$ cat src/rtl/sac_pkg.sv
// Shared types and constants for the shift-and-add multiplier controller.
//   sac_state_t   : controller FSM state encoding
//   SAC_N_DEFAULT : default operand width / iteration count
package sac_pkg;

  typedef enum logic [1:0] {IDLE, LOAD, EXEC, DONE} sac_state_t;

  localparam int unsigned SAC_N_DEFAULT = 4;

endpackage

$ cat src/rtl/iter_counter.sv
// Iteration counter for the shift-and-add controller.
// Ports:
//   clock    : system clock, rising edge
//   reset    : asynchronous active-low reset, clears the count
//   clear    : synchronous clear to zero (has priority over enable)
//   enable   : count up by one per cycle, saturating at N-1
//   terminal : high while the count equals N-1
module iter_counter #(
  parameter int unsigned N     = 4,
  parameter int unsigned CNT_W = $clog2(N + 1)
) (
  input  logic clock,
  input  logic reset,
  input  logic clear,
  input  logic enable,
  output logic terminal
);

  logic [CNT_W-1:0] count_q;

  assign terminal = (count_q == CNT_W'(N - 1));

  // Saturate at N-1 so the count can never wrap, even if enable is held.
  always_ff @(posedge clock or negedge reset) begin
    if (!reset) begin
      count_q <= '0;
    end else if (clear) begin
      count_q <= '0;
    end else if (enable && !terminal) begin
      count_q <= count_q + CNT_W'(1);
    end
  end

endmodule

$ cat src/rtl/shift_add_controller.sv
// Control FSM for a shift-and-add multiplier datapath (adder + C/A/Q register).
// Loads the operands, runs N add/shift iterations steered by Q0, then signals
// completion through a start/ready handshake. Holds no datapath bits.
// Optional feature: define SAC_ABORT_EN to add the abort input.
// Ports:
//   clock     : system clock, rising edge
//   reset     : asynchronous active-low reset
//   start     : multiply request (level), accepted in IDLE
//   Q0        : LSB of the Q register, steers each EXEC iteration
//   abort     : (SAC_ABORT_EN only) cancel an operation in LOAD/EXEC
//   load      : strobe A<=0, C<=0, Q<=Qin
//   add_shift : strobe {C,A}<=A+M then shift {C,A,Q} right
//   shift     : strobe shift {C,A,Q} right
//   ready     : high when idle or result valid
//   done      : one-cycle pulse on entry to DONE
module shift_add_controller
  import sac_pkg::*;
#(
  parameter int unsigned N = SAC_N_DEFAULT
) (
  input  logic clock,
  input  logic reset,
  input  logic start,
  input  logic Q0,
`ifdef SAC_ABORT_EN
  input  logic abort,
`endif
  output logic load,
  output logic add_shift,
  output logic shift,
  output logic ready,
  output logic done
);

  localparam int unsigned CNT_W = $clog2(N + 1);

  sac_state_t state_q, state_d;
  logic       done_q, done_d;
  logic       cnt_clear, cnt_enable, cnt_terminal;
  logic       abort_req;

`ifdef SAC_ABORT_EN
  assign abort_req = abort;
`else
  assign abort_req = 1'b0;
`endif

  iter_counter #(
    .N     (N),
    .CNT_W (CNT_W)
  ) u_iter_counter (
    .clock    (clock),
    .reset    (reset),
    .clear    (cnt_clear),
    .enable   (cnt_enable),
    .terminal (cnt_terminal)
  );

  always_ff @(posedge clock or negedge reset) begin
    if (!reset) begin
      state_q <= IDLE;
      done_q  <= 1'b0;
    end else begin
      state_q <= state_d;
      done_q  <= done_d;
    end
  end

  always_comb begin
    state_d    = state_q;
    load       = 1'b0;
    add_shift  = 1'b0;
    shift      = 1'b0;
    ready      = 1'b0;
    cnt_clear  = 1'b0;
    cnt_enable = 1'b0;
    unique case (state_q)
      IDLE: begin
        ready = 1'b1;
        if (start) state_d = LOAD;
      end
      LOAD: begin
        load      = 1'b1;
        cnt_clear = 1'b1;
        state_d   = abort_req ? IDLE : EXEC;
      end
      EXEC: begin
        add_shift  = Q0;
        shift      = !Q0;
        cnt_enable = 1'b1;
        // Abort beats the final iteration.
        if (abort_req)         state_d = IDLE;
        else if (cnt_terminal) state_d = DONE;
      end
      DONE: begin
        ready = 1'b1;
        // Held start does not restart; it must drop first.
        if (!start) state_d = IDLE;
      end
      default: state_d = IDLE;
    endcase
    // Registered so the pulse comes from state, not from inputs.
    done_d = (state_q == EXEC) && (state_d == DONE);
  end

  assign done = done_q;

endmodule
$ cat config.mk
export PLATFORM = sky130hd
export DESIGN_NAME = shift_add_controller
export DESIGN_NICKNAME = d
export VERILOG_FILES = /design/src/rtl/sac_pkg.sv /design/src/rtl/iter_counter.sv /design/src/rtl/shift_add_controller.sv
export SDC_FILE = /design/constraint.sdc
export NUM_CORES = 1
export LEC_CHECK = 0
export CORE_AREA = 2 2 39 41
export CTS_BUF_LIST = sky130_fd_sc_hd__clkbuf_4 sky130_fd_sc_hd__clkbuf_8
export CTS_CLUSTER_DIAMETER = 200
export DETAILED_ROUTE_END_ITERATION = 8
export DIE_AREA = 0 0 41 43
export SLEW_MARGIN = 20
export SYNTH_ARGS = -nofsm -noshare
export SYNTH_HDL_FRONTEND = slang
export SYNTH_SLANG_ARGS = --single-unit
$ cat constraint.sdc
create_clock -name clock -period 2.1 [get_ports clock]
set_input_delay 0.525 -clock clock [delete_from_list [all_inputs] [get_ports clock]]
set_output_delay 0.525 -clock clock [all_outputs]
set_load 0.005 [all_outputs]
==> flow_metrics.env <==
export IMPL_grt_start_max_net_pins=8
export IMPL_drtPass1Iterations=4
export IMPL_ys_types=20
export IMPL_finalCritPeriodShare_pct=96.52
export IMPL_initial_core_util_pct=27.76
export IMPL_ant_nets=0
export IMPL_crit_chain="inv_2, ha_1, inv_1, clkdlybuf4s50_1"
export IMPL_clock_root_buffer="clkbuf_4"
export IMPL_min_period_ns=2.027
export IMPL_gp_congestion=0.7532
export IMPL_crit_family="buffers and inverters"
export IMPL_synth_top_area_cell="dfrtp_1"
export IMPL_rsz0062_at_grt="false"
export IMPL_drt_wirelength_per_cell_um=10.06
export IMPL_dieWidth_um=41
export IMPL_synth_top_cell_area_share_pct=39.09
export IMPL_crit_fanout=4
export IMPL_ys_ff_latch=6
export IMPL_cp_slowest_cell="clkdlybuf4s50_1"
export IMPL_synth_top_cells_by_area="dfrtp_1, ha_1, inv_1"
export IMPL_antenna_found_initial=0
export IMPL_vias=313
export IMPL_slew_viol_final=0
export IMPL_start_kind="register"
export IMPL_hpwl_um=495.7
export IMPL_worstPathRequired_ns=1.57
export IMPL_dieArea_mm2=0.001763
export IMPL_routed_wl_um=684
export IMPL_cp_end_kind="primary output"
export IMPL_drc_errors=0
export IMPL_synth_area_um2=384.1
export IMPL_ys_warn_count=0
export IMPL_cts_made_buffers=3
export IMPL_r2r_slack_ns=0.66
export IMPL_cts_sinks=6
export IMPL_synth_seq_area_share_pct=39.09
export IMPL_htree_levels=1
export IMPL_status="complete, no violations"
export IMPL_syn_inst=37
export IMPL_track_usage_pct=9.889
export IMPL_pin_count=9
export IMPL_drive_gt1_share_pct=26.92
export IMPL_hold_viol=0
export IMPL_rows=14
export IMPL_clk_latency_ns=0.25
export IMPL_grt_pass1_vias=291
export IMPL_core_mm2=0.001384
export IMPL_max_stage_delay_ns=0.48
export IMPL_skew_ns=0.002558
export IMPL_nets=64
export IMPL_holdCritPathClass="in2async"
export IMPL_grt_pass1_wl_mm=1.083
export IMPL_synth_edff_count=0
export IMPL_vdd_ir_drop_max_mv=0.4072
export IMPL_die_h_um=43
export IMPL_via_per_inst=4.603
export IMPL_p_per_area_mw_per_mm2=1247
export IMPL_ys_flop_type="dfrtp_1"
export IMPL_async_reset_ff_share_pct=100.0
export IMPL_crit_buf_inv=3
export IMPL_fin_tns_setup_ns=0
export IMPL_avgSynthCellArea_um2=10.38
export IMPL_dp_cells=62
export IMPL_finalSetupViolCount=0
export IMPL_worstSetupPathType="reg2out"
export IMPL_synthesis_nets=47
export IMPL_cts_tree="built"
export IMPL_path_clk_slew_ns=0.04
export IMPL_place_port_buffers=8
export IMPL_instances_no_fill=68
export IMPL_cts_buffer_depth=2
export IMPL_cap_viol_max_count=0
export IMPL_tightest_slew_ns=0.2772
export IMPL_antenna_cells=0
export IMPL_syn_to_final_growth_pct=41.69
export IMPL_drt_initial_drc_count=5
export IMPL_fmax_ghz=0.4934
export IMPL_leakagePower_nw=0.2963
export IMPL_overflow=0
export IMPL_slew_headroom_pct=81.46
export IMPL_cp_arrival_ns=1.50
[worst register-to-register path, cell delays in order (launching register included)]
cell and delay, ns:
dfrtp_1 0.39, ha_1 0.20, ha_1 0.19, nand2b_2 0.21, mux2_4 0.31, nor2_2 0.07
[flip-flops by register name (all words and copies together) (netlist names)]
name	count
u_iter_counter.count_q	3
done	1
state_q	2
[cells in the final DEF (no fill, tap or decap), types with 2 or more instances in the layout]
cell             count
clkdlybuf4s50_1      6
dfrtp_1              5
ha_1                 4
buf_4                4
inv_1                3
clkbuf_4             3
nand3_1              2
nand2_1              2
nor2b_1              2
nor2_1               2
ha_2                 2
[cell usage after synthesis (all sizes together), types with 2 or more instances]
cell	n
inv	4
ha	6
nor2b	2
dfrtp	6
nand2	2
nand3	2
nor2	3
[kinds of logic after synthesis]
family	count (synthesis)	share of synthesized area (%)
AOI/OAI and AO/OA	4	7.492
xor gates and xnor gates	1	2.281
adders and majority gates	6	19.54
buffers and inverters	4	3.908
DFF	6	39.09
muxes	2	6.514
and+or+nand+nor	14	21.18
[routing by layer]
layer	global-route usage, %	vias to the layer above	wire length (um)
met5	0	-	0
met4	10.00	0	31
met3	4.712	4	50
met2	12.81	11	280
met1	10.78	143	322
li1	-	155	-
[area by class of cell]
type / count / area, um^2
Inverter: 4 / 15.01
Tap cell: 16 / 20.02
Timing Repair Buffer: 12 / 111.4
Clock buffer: 3 / 22.52
Fill cell: 152 / 839.6
Multi-Input combinational cell: 27 / 224.0
Sequential cell: 6 / 151.4
[timing repair]
item | CTS | global route
hold buffers | 0 | 0
gates resized for setup | 3 | 3
pin swaps | 0 | 0
hold endpoints to repair | 0 | 0
setup buffers | 2 | 1
endpoints found under the setup margin | 3 | 3
[path summary, 6_finish.rpt]
check	from	endpoint	depth (start not counted)
min in group clock	u_iter_counter.count_q[1]$_DFFE_PN0P_	u_iter_counter.count_q[1]$_DFFE_PN0P_	2
max in group asynchronous	reset	state_q[0]$_DFF_PN0_	1
hold / removal	reset	u_iter_counter.count_q[2]$_DFFE_PN0P_	1
setup reg to reg	u_iter_counter.count_q[0]$_DFFE_PN0P_	u_iter_counter.count_q[2]$_DFFE_PN0P_	5
setup / recovery	state_q[0]$_DFF_PN0_	ready	4
hold reg to reg	u_iter_counter.count_q[1]$_DFFE_PN0P_	u_iter_counter.count_q[1]$_DFFE_PN0P_	2
[power by group]
group	switching [mW]	leakage, nW	internal (mW)
clock	0.0422	0.0138	0.0647
combinational	0.167	0.204	0.219
sequential	0.0302	0.0781	0.156
[per-stage QoR]
stage	setup slack, ns	cell area, um^2	util [%]	hold slack [ns]	total power [mW]
3_5_place_dp	-0.03214	491.7	35.53	0.5341	0.5351
6_report	0.07312	544.3	39.33	0.5194	0.6789
2_1_floorplan	0.6913	384.1	-	0.2294	0.3933
5_1_grt	0.01036	544.3	39.33	0.5307	0.7429
3_3_place_gp	-0.02180	491.7	35.53	0.5247	0.5285
4_1_cts	0.0003018	531.8	38.43	0.5261	0.6704
No activity file was read; power rests on OpenSTA's default activity.
